`src/rtl/doppler_peak_search_if.sv`:
```
// -----------------------------------------------------------------------------
// doppler_peak_search_if
// Bundles the spectrum sample stream feeding the peak search and the per-bin
// result bus it produces.
//   spec_data_i / spec_valid_i / spec_sop_i : accumulated power stream
//   peak_valid_o                             : one-cycle result strobe
//   peak_idx_o / peak_val_o                  : index and power of the maximum
//   peak_left_o / peak_right_o               : neighbour powers (0 at edges)
//   bin_num_o / frame_done_o                 : range-bin number, last-bin pulse
//   no_peak_o                                : search window was empty
//   sop_err_o                                : sticky mid-spectrum SOP flag
// Modports: master = stream source / result sink, slave = peak search block.
// -----------------------------------------------------------------------------
interface doppler_peak_search_if #(
    parameter int DATA_W = 64,
    parameter int IDX_W  = 9
);
    logic [DATA_W-1:0] spec_data_i;
    logic              spec_valid_i;
    logic              spec_sop_i;
    logic              peak_valid_o;
    logic [IDX_W-1:0]  peak_idx_o;
    logic [DATA_W-1:0] peak_val_o;
    logic [DATA_W-1:0] peak_left_o;
    logic [DATA_W-1:0] peak_right_o;
    logic [15:0]       bin_num_o;
    logic              no_peak_o;
    logic              frame_done_o;
    logic              sop_err_o;

    modport master (
        output spec_data_i, spec_valid_i, spec_sop_i,
        input  peak_valid_o, peak_idx_o, peak_val_o, peak_left_o, peak_right_o,
        input  bin_num_o, no_peak_o, frame_done_o, sop_err_o
    );

    modport slave (
        input  spec_data_i, spec_valid_i, spec_sop_i,
        output peak_valid_o, peak_idx_o, peak_val_o, peak_left_o, peak_right_o,
        output bin_num_o, no_peak_o, frame_done_o, sop_err_o
    );
endinterface

```
`src/rtl/doppler_peak_search.sv`:
```
// -----------------------------------------------------------------------------
// doppler_peak_search
// Scans each range bin's accumulated power spectrum (index 0..NHALF-1) and
// reports the maximum inside the window [lo_lim_i, hi_lim_i] together with
// its two neighbours, the range-bin number and a frame-done pulse.
// Ports:
//   clk_i, rst_i (async, active-high)
//   enable_i            : low forces IDLE, discards partial scan, clears bin count
//   lo_lim_i, hi_lim_i  : search window (inclusive), latched at SOP of bin 0
//   n_bins_i            : range bins per frame (0 treated as 1), latched likewise
//   bus (slave)         : sample stream in, result bus out
// -----------------------------------------------------------------------------
module doppler_peak_search #(
    parameter int DATA_W = 64,
    parameter int NHALF  = 512,
    parameter int IDX_W  = 9
) (
    input  logic        clk_i,
    input  logic        rst_i,
    input  logic        enable_i,
    input  logic [15:0] lo_lim_i,
    input  logic [15:0] hi_lim_i,
    input  logic [15:0] n_bins_i,
    doppler_peak_search_if.slave bus
);

    localparam logic [IDX_W-1:0] LAST_IDX = IDX_W'(NHALF - 1);
    localparam logic [15:0]      HI_MAX   = 16'(NHALF - 1);

    typedef enum logic [0:0] {
        IDLE = 1'b0,
        SCAN = 1'b1
    } state_t;

    state_t            r_state;
    logic [IDX_W-1:0]  r_idx;        // index of the next expected sample
    logic [15:0]       r_bin;
    logic [15:0]       r_lo;
    logic [15:0]       r_hi;         // already clamped to NHALF-1
    logic [15:0]       r_nbins;      // already forced to at least 1
    logic [DATA_W-1:0] r_prev;
    logic [DATA_W-1:0] r_max;
    logic [IDX_W-1:0]  r_pidx;
    logic [DATA_W-1:0] r_left;
    logic [DATA_W-1:0] r_right;
    logic              r_found;
    logic              r_pend;

    logic              r_peak_valid;
    logic [IDX_W-1:0]  r_peak_idx;
    logic [DATA_W-1:0] r_peak_val;
    logic [DATA_W-1:0] r_peak_left;
    logic [DATA_W-1:0] r_peak_right;
    logic [15:0]       r_bin_num;
    logic              r_no_peak;
    logic              r_frame_done;
    logic              r_sop_err;

    logic              w_accept;
    logic              w_start;
    logic              w_sample;
    logic [IDX_W-1:0]  w_k;
    logic              w_relatch;
    logic [15:0]       w_lo;
    logic [15:0]       w_hi;
    logic [15:0]       w_nbins;
    logic              w_cand;
    logic              w_found_prev;
    logic              w_pend_prev;
    logic              w_update;
    logic              w_last;
    logic [DATA_W-1:0] w_max;
    logic [IDX_W-1:0]  w_pidx;
    logic [DATA_W-1:0] w_left;
    logic [DATA_W-1:0] w_right;
    logic              w_found;
    logic              w_pend;
    logic              w_frame_end;

    // Sample acceptance, window limits and candidate qualification
    always_comb begin
        w_accept  = bus.spec_valid_i & enable_i;
        w_start   = w_accept & bus.spec_sop_i;
        // In IDLE only an SOP sample is taken; in SCAN every valid sample is
        w_sample  = (r_state == SCAN) ? w_accept : w_start;
        // An SOP always restarts the spectrum at index 0
        w_k       = bus.spec_sop_i ? '0 : r_idx;
        w_relatch = w_start & (r_bin == 16'd0);
        if (w_relatch) begin
            w_lo    = lo_lim_i;
            w_hi    = (hi_lim_i > HI_MAX) ? HI_MAX : hi_lim_i;
            w_nbins = (n_bins_i == 16'd0) ? 16'd1 : n_bins_i;
        end else begin
            w_lo    = r_lo;
            w_hi    = r_hi;
            w_nbins = r_nbins;
        end
        w_cand       = (16'(w_k) >= w_lo) && (16'(w_k) <= w_hi);
        w_found_prev = w_start ? 1'b0 : r_found;
        w_pend_prev  = w_start ? 1'b0 : r_pend;
        // Strictly greater keeps the lowest index on ties
        w_update     = w_cand && (!w_found_prev || (bus.spec_data_i > r_max));
        w_last       = w_sample && (w_k == LAST_IDX);
        w_frame_end  = (r_bin == (w_nbins - 16'd1));
    end

    // Next running-maximum and neighbour values for the current sample
    always_comb begin
        w_max   = r_max;
        w_pidx  = r_pidx;
        w_left  = r_left;
        w_right = r_right;
        w_found = w_found_prev;
        w_pend  = w_pend_prev;
        if (w_update) begin
            w_max   = bus.spec_data_i;
            w_pidx  = w_k;
            w_left  = (w_k == '0) ? '0 : r_prev;
            w_right = '0;
            w_found = 1'b1;
            w_pend  = 1'b1;
        end else if (w_pend_prev) begin
            w_right = bus.spec_data_i;
            w_pend  = 1'b0;
        end else begin
            w_pend  = 1'b0;
        end
    end

    // Scan FSM, running registers and registered result outputs
    always_ff @(posedge clk_i or posedge rst_i) begin
        if (rst_i) begin
            r_state      <= IDLE;
            r_idx        <= '0;
            r_bin        <= 16'd0;
            r_lo         <= 16'd0;
            r_hi         <= 16'd0;
            r_nbins      <= 16'd1;
            r_prev       <= '0;
            r_max        <= '0;
            r_pidx       <= '0;
            r_left       <= '0;
            r_right      <= '0;
            r_found      <= 1'b0;
            r_pend       <= 1'b0;
            r_peak_valid <= 1'b0;
            r_peak_idx   <= '0;
            r_peak_val   <= '0;
            r_peak_left  <= '0;
            r_peak_right <= '0;
            r_bin_num    <= 16'd0;
            r_no_peak    <= 1'b0;
            r_frame_done <= 1'b0;
            r_sop_err    <= 1'b0;
        end else if (!enable_i) begin
            // Abort: result outputs and the sticky error keep their values
            r_state      <= IDLE;
            r_idx        <= '0;
            r_bin        <= 16'd0;
            r_found      <= 1'b0;
            r_pend       <= 1'b0;
            r_peak_valid <= 1'b0;
            r_frame_done <= 1'b0;
        end else begin
            r_peak_valid <= 1'b0;
            r_frame_done <= 1'b0;
            if (w_sample) begin
                if ((r_state == SCAN) && bus.spec_sop_i) begin
                    r_sop_err <= 1'b1;
                end
                if (w_relatch) begin
                    r_lo    <= w_lo;
                    r_hi    <= w_hi;
                    r_nbins <= w_nbins;
                end
                r_prev  <= bus.spec_data_i;
                r_max   <= w_max;
                r_pidx  <= w_pidx;
                r_left  <= w_left;
                r_right <= w_right;
                r_found <= w_found;
                r_pend  <= w_pend;
                if (w_last) begin
                    r_state      <= IDLE;
                    r_idx        <= '0;
                    r_peak_valid <= 1'b1;
                    r_no_peak    <= ~w_found;
                    r_peak_idx   <= w_found ? w_pidx  : '0;
                    r_peak_val   <= w_found ? w_max   : '0;
                    r_peak_left  <= w_found ? w_left  : '0;
                    r_peak_right <= w_found ? w_right : '0;
                    r_bin_num    <= r_bin;
                    r_frame_done <= w_frame_end;
                    r_bin        <= w_frame_end ? 16'd0 : (r_bin + 16'd1);
                end else begin
                    r_state <= SCAN;
                    r_idx   <= w_k + IDX_W'(1);
                end
            end
        end
    end

    assign bus.peak_valid_o = r_peak_valid;
    assign bus.peak_idx_o   = r_peak_idx;
    assign bus.peak_val_o   = r_peak_val;
    assign bus.peak_left_o  = r_peak_left;
    assign bus.peak_right_o = r_peak_right;
    assign bus.bin_num_o    = r_bin_num;
    assign bus.no_peak_o    = r_no_peak;
    assign bus.frame_done_o = r_frame_done;
    assign bus.sop_err_o    = r_sop_err;

endmodule

```
`src/flat_wrapper.sv`:
```
// flat-port wrapper written by rule: the top's interface ports become plain ports
module doppler_peak_search_flat 
#(
    parameter int DATA_W = 64,
    parameter int NHALF  = 512,
    parameter int IDX_W  = 9
)
  (clk_i, rst_i, enable_i, lo_lim_i, hi_lim_i, n_bins_i, bus_spec_data_i, bus_spec_valid_i, bus_spec_sop_i, bus_peak_valid_o, bus_peak_idx_o, bus_peak_val_o, bus_peak_left_o, bus_peak_right_o, bus_bin_num_o, bus_no_peak_o, bus_frame_done_o, bus_sop_err_o);
  doppler_peak_search_if #(.DATA_W(DATA_W), .IDX_W(IDX_W)) bus_i ();
  input  logic clk_i;
  input  logic rst_i;
  input  logic enable_i;
  input  logic [15:0] lo_lim_i;
  input  logic [15:0] hi_lim_i;
  input  logic [15:0] n_bins_i;
  input wire logic [$bits(bus_i.spec_data_i)-1:0] bus_spec_data_i;
  input wire logic [$bits(bus_i.spec_valid_i)-1:0] bus_spec_valid_i;
  input wire logic [$bits(bus_i.spec_sop_i)-1:0] bus_spec_sop_i;
  output wire logic [$bits(bus_i.peak_valid_o)-1:0] bus_peak_valid_o;
  output wire logic [$bits(bus_i.peak_idx_o)-1:0] bus_peak_idx_o;
  output wire logic [$bits(bus_i.peak_val_o)-1:0] bus_peak_val_o;
  output wire logic [$bits(bus_i.peak_left_o)-1:0] bus_peak_left_o;
  output wire logic [$bits(bus_i.peak_right_o)-1:0] bus_peak_right_o;
  output wire logic [$bits(bus_i.bin_num_o)-1:0] bus_bin_num_o;
  output wire logic [$bits(bus_i.no_peak_o)-1:0] bus_no_peak_o;
  output wire logic [$bits(bus_i.frame_done_o)-1:0] bus_frame_done_o;
  output wire logic [$bits(bus_i.sop_err_o)-1:0] bus_sop_err_o;
  assign bus_i.spec_data_i = bus_spec_data_i;
  assign bus_i.spec_valid_i = bus_spec_valid_i;
  assign bus_i.spec_sop_i = bus_spec_sop_i;
  assign bus_peak_valid_o = bus_i.peak_valid_o;
  assign bus_peak_idx_o = bus_i.peak_idx_o;
  assign bus_peak_val_o = bus_i.peak_val_o;
  assign bus_peak_left_o = bus_i.peak_left_o;
  assign bus_peak_right_o = bus_i.peak_right_o;
  assign bus_bin_num_o = bus_i.bin_num_o;
  assign bus_no_peak_o = bus_i.no_peak_o;
  assign bus_frame_done_o = bus_i.frame_done_o;
  assign bus_sop_err_o = bus_i.sop_err_o;
  doppler_peak_search #(.DATA_W(DATA_W), .NHALF(NHALF), .IDX_W(IDX_W)) u_core (.clk_i(clk_i), .rst_i(rst_i), .enable_i(enable_i), .lo_lim_i(lo_lim_i), .hi_lim_i(hi_lim_i), .n_bins_i(n_bins_i), .bus(bus_i));
endmodule
```
`config.mk`:
```
export PLATFORM = sky130hd
export DESIGN_NAME = doppler_peak_search_flat
export DESIGN_NICKNAME = d
export VERILOG_FILES = /design/src/rtl/doppler_peak_search_if.sv /design/src/rtl/doppler_peak_search.sv /design/src/flat_wrapper.sv
export SDC_FILE = /design/constraint.sdc
export NUM_CORES = 2
export LEC_CHECK = 0
export BUFFER_PORTS_ARGS = -buffer_cell sky130_fd_sc_hd__buf_2
export CORE_MARGIN = 1.5
export CORE_UTILIZATION = 58
export DETAILED_ROUTE_END_ITERATION = 16
export PLACE_DENSITY = 0.83
export SLEW_MARGIN = 20
export SYNTH_ARGS = -nofsm -noshare
export SYNTH_HDL_FRONTEND = slang
export SYNTH_SLANG_ARGS = --single-unit
```
`constraint.sdc`:
```
create_clock -name clk_i -period 18.65 [get_ports clk_i]
set_input_delay 0 -clock clk_i [delete_from_list [all_inputs] [get_ports clk_i]]
set_output_delay 0 -clock clk_i [all_outputs]
set_load 0.02 [all_outputs]
```
==> summary.log <==
qor: clock_tree.cts_tree done
qor: global_routing.globalRouteMet3Util 6.61%
qor: routing.drt-pass1-iter-count 5
qor: die.die_boundary_width 216 um
qor: clock_tree.htreeDepth 2
qor: setup_path.critical_path.startpoint_type register
qor: synth.netlist_area_before_placement 26400 sq um
qor: power_and_ir_drop.total_power_draw 2.74 mW
qor: sta.finalHoldViolations 0
qor: clock_tree.clk_latency 0.61 ns
qor: clock_tree.numClockSinks 562
qor: synth.synth_xor_xnor_area_share 1.06%
qor: synth.number_of_synthesized_flops_with_an_enable_pin 0
qor: routing.remaining_drcs 0
qor: synth.synth-adder-area-share 4.18%
qor: flow_run.max_cap_violations 0
qor: finish.layout.nets 3198
qor: setup_path.cp_common_cell sky130_fd_sc_hd__buf_4
qor: finish.layout_cells_sized_above_1 16.0%
qor: finish.layout.cell_area.non_filler 31400 sq um
qor: synth.simple_gate_share_of_the_synthesized_area 15.0%
qor: setup_path.max_stage_delay 0.78 ns
qor: synth.post_synth.cell_area_avg 9.98 sq um
qor: finish.layout.core_utilization 70.5%
qor: power_and_ir_drop.peakVddDrop 0.0798 mV
qor: routing.detail_route.iter0.violations 2092
qor: finish.most_used_cells_in_the_layout_excluding_fill_and_tap_cells sky130_fd_sc_hd__nand2_1 (584), sky130_fd_sc_hd__dfrtp_1 (561), sky130_fd_sc_hd__buf_2 (337), sky130_fd_sc_hd__o21ai_0 (304), sky130_fd_sc_hd__mux2i_1 (148)
qor: routing.vias 22089
qor: power_and_ir_drop.cellLeakagePower 16.1 nW
qor: finish.most_common_cell_after_layout_fill_and_taps_aside sky130_fd_sc_hd__nand2_1
qor: global_routing.largest_net_degree_at_the_start_of_global_routing 190
qor: synth.synth_compound_area_share 13.7%
qor: clock_tree.ctsRootBufferMaster sky130_fd_sc_hd__clkbuf_16
qor: synth.async_flop_share 100%
qor: finish.multi_input_area 11300 sq um
qor: sta.report.final.setup_viol 0
qor: sta.final_period_minus_worst_setup_slack 7.07 ns
qor: global_routing.gr-max-usage-layer met2
qor: die.fp.coreArea 44500 sq um
qor: global_routing.global_route.usage.met2 51.5%
qor: global_routing.groute.layer.met1.usage 44.2%
qor: place.place.gp.congestion 0.944
qor: place.dp_hpwl 48.4 mm
qor: place.dp.cells 3416
qor: global_routing.first_global_vias 22202
qor: setup_path.critical-path-top-delay-family buffers and inverters
qor: die.floorplan.die.height 216 um
qor: finish.flow.area_growth_from_synthesis 19.1%
qor: outcome.outcome complete, no violations
qor: routing.drtAntennaViolNets 0
qor: routing.drt_wl_total 76.3 mm
qor: place.detailed_place.area 28400 sq um
qor: clock_tree.ctsLongestPathBuffers 3
qor: sta.tightest_slew 1.12 ns
qor: sta.final_min_period_over_clock_period 37.9%
qor: die.io_pins 338
qor: sta.totalNegativeSetupSlack 0 ns
qor: sta.finalMaxSlewViolations 0
qor: setup_path.crit_type register to register
qor: power_and_ir_drop.p_per_area 87.2 nW/um^2
qor: setup_path.worst_ep_required_time 19.18 ns
qor: synth.synthesis.yosys.warnings 0
qor: routing.vias_per_cell 6.09
qor: synth.syn-instance-count 2643
qor: synth.synth_top_cells_by_area sky130_fd_sc_hd__dfrtp_1 (53%), sky130_fd_sc_hd__nand2_1 (8.4%), sky130_fd_sc_hd__o21ai_0 (5.8%)
qor: sta.f_max 0.141 GHz
qor: setup_path.worst_ep_arrival_time 7.60 ns
qor: sta.skew 0.0241 ns
qor: die.die-area 46700 sq um
qor: synth.netlist.area_leader.share 53.2%
qor: synth.postSynthRegisterBits 562
qor: clock_tree.clock_transition_at_the_register_clock_pins_on_the_worst_setup_and_hold_paths_after_cts 0.06 ns
qor: synth.yosysSeqAreaShare 53.3%
qor: sta.max-slew-margin-rel 25.5%
qor: die.starting_density_of_the_core 59.2%
qor: place.io_buffer_count 337
qor: finish.finish.cell_count_without_fillers 3629
qor: setup_path.critPathMaxFanout 87
qor: global_routing.grt_overflow_total 0
qor: finish.layout.area.seq 14100 sq um
qor: synth.synth_top_family_by_area simple AND/OR/NAND/NOR gates
qor: hold_path.hold_class input pin to register
qor: setup_path.crit_path_cell_trace inv_1 -> ha_1 -> nor3b_1 -> nand3_2 -> nor2_4 -> buf_4 -> nor2_1 -> a21o_1 -> ha_1 -> nor2b_1 -> o21a_1 -> o21ai_0 -> a21oi_1 -> a31oi_1 -> o211ai_1 -> a221o_4 -> buf_4 -> buf_4 -> nor3b_2 -> buf_4 -> a22o_1
qor: global_routing.initial_antenna_violation_count 2
qor: die.core.rowCount 77
qor: synth.synth.area.mux_share 8.61%
qor: finish.n_fill_cell 3187
qor: setup_path.timing.critical_path.buf_inv 5
qor: clock_tree.cts_buffers 56
qor: synth.synth_nets 2848
qor: setup_path.kind_of_capture_point_of_the_worst_setup_path register
qor: synth.synth_cell_types 72
qor: synth.synth.largest_area_cell sky130_fd_sc_hd__dfrtp_1
qor: global_routing.wire_length_of_the_first_global_routing_pass 122 mm
qor: synth.postSynth.topFlopCell sky130_fd_sc_hd__dfrtp_1
qor: routing.routed_wire_per_std_cell 21.0 um
qor: setup_path.cp_slowest_cell sky130_fd_sc_hd__buf_4
qor: global_routing.grt_util_all_layers 32.6%
qor: sta.setup_repair_after_global_routing_missed_its_margin no
-- final cells by class --
class                      instances  share of cell area (%)
antenna                            2                  0.0159
clock buffer                      86                    5.46
clock inverter                    14                   0.574
inverter                         100                    1.22
multi-input combinational       1801                    35.9
sequential                       562                    44.8
tap                              592                    2.36
timing repair buffer             472                    9.63
-- cell families after synthesis --
kind of cell               after synthesis
AOI/OAI and AO/OA                      565
xor gates and xnor gates                32
adders and majority gates               88
buffers and inverters                  280
DFF                                    562
muxes                                  218
and+or+nand+nor                        898
-- timing repair --
item                                    CTS  global route
hold buffers                            110             0
gates resized for setup                   0             0
setup buffers                             0             0
hold endpoints to repair                487             0
endpoints found under the setup margin    0             0
-- power breakdown --
part           leakage, nW  internal, mW  switching [mW]  total [mW]
clock network        0.925         0.684           0.481        1.17
registers             7.63          1.27          0.0389        1.31
logic                 7.53         0.103           0.156       0.259
-- state kept, by name (all words and copies together) (netlist names), 9 cells and up --
register                 cells
u_core.bus.peak_right_o     64
u_core.r_bin                16
u_core.bus.peak_idx_o        9
u_core.r_hi                 16
u_core.bus.bin_num_o        16
u_core.r_prev               64
u_core.r_max                64
u_core.r_right              64
u_core.r_left               64
u_core.r_lo                 16
u_core.r_pidx                9
u_core.r_idx                 9
u_core.bus.peak_val_o       64
u_core.r_nbins              16
u_core.bus.peak_left_o      64
-- through the flow --
step,hold slack [ns],setup WS [ns]
after floorplan,0.105,2.93
after global placement,0.197,11.97
after detailed placement,0.206,11.68
after CTS,0.0524,11.64
after global routing,0.109,11.00
final,0.0666,11.58
-- path summary, 6_finish.rpt --
check                      cells past startpoint                         from  slack (ns)                           to
max in group asynchronous                      5                        rst_i       16.43  u_core.bus.peak_right_o[30]
min reg2reg                                    2  u_core.bus.peak_right_o[13]        0.47  u_core.bus.peak_right_o[13]
max                                           21              u_core.r_bin[0]       11.58           u_core.r_right[21]
max reg2reg                                   21              u_core.r_bin[0]       11.58           u_core.r_right[21]
min in group asynchronous                      3                        rst_i        0.08               u_core.r_hi[7]
min                                            6                 hi_lim_i[13]        0.07               u_core.r_hi[3]
-- cells in the mapped netlist (all sizes together) (5+ instances only) --
master,n
buf,34
xor2,10
clkbuf,146
nand2b,7
o21a,5
or3,9
mux2,70
a211oi,7
nor4,24
a21oi,34
ha,88
a22o,65
nand4,24
nand2,588
nand3,102
o311ai,69
and3,12
nor2b,12
dfrtp,561
nor3,20
xnor2,22
o31ai,10
o21ai,307
a21o,23
and2,10
mux2i,148
nor3b,6
inv,99
o211ai,8
nor2,57
or4,11
-- per-layer routing --
metal / up-vias / part of all wire (%)
li1: 9942 / -
met1: 11032 / 42
met2: 926 / 47
met3: 189 / 7.6
met4: 0 / 4.1
met5: - / 0
-- worst min-delay path, stage by stage --
cell and delay (ns):
sky130_fd_sc_hd__buf_2 0.07, sky130_fd_sc_hd__nor3_1 0.03, sky130_fd_sc_hd__nand2_1 0.23, sky130_fd_sc_hd__nor2_1 0.07, sky130_fd_sc_hd__a21o_1 0.18, sky130_fd_sc_hd__inv_1 0.05
(Power assumes the default switching activity.)
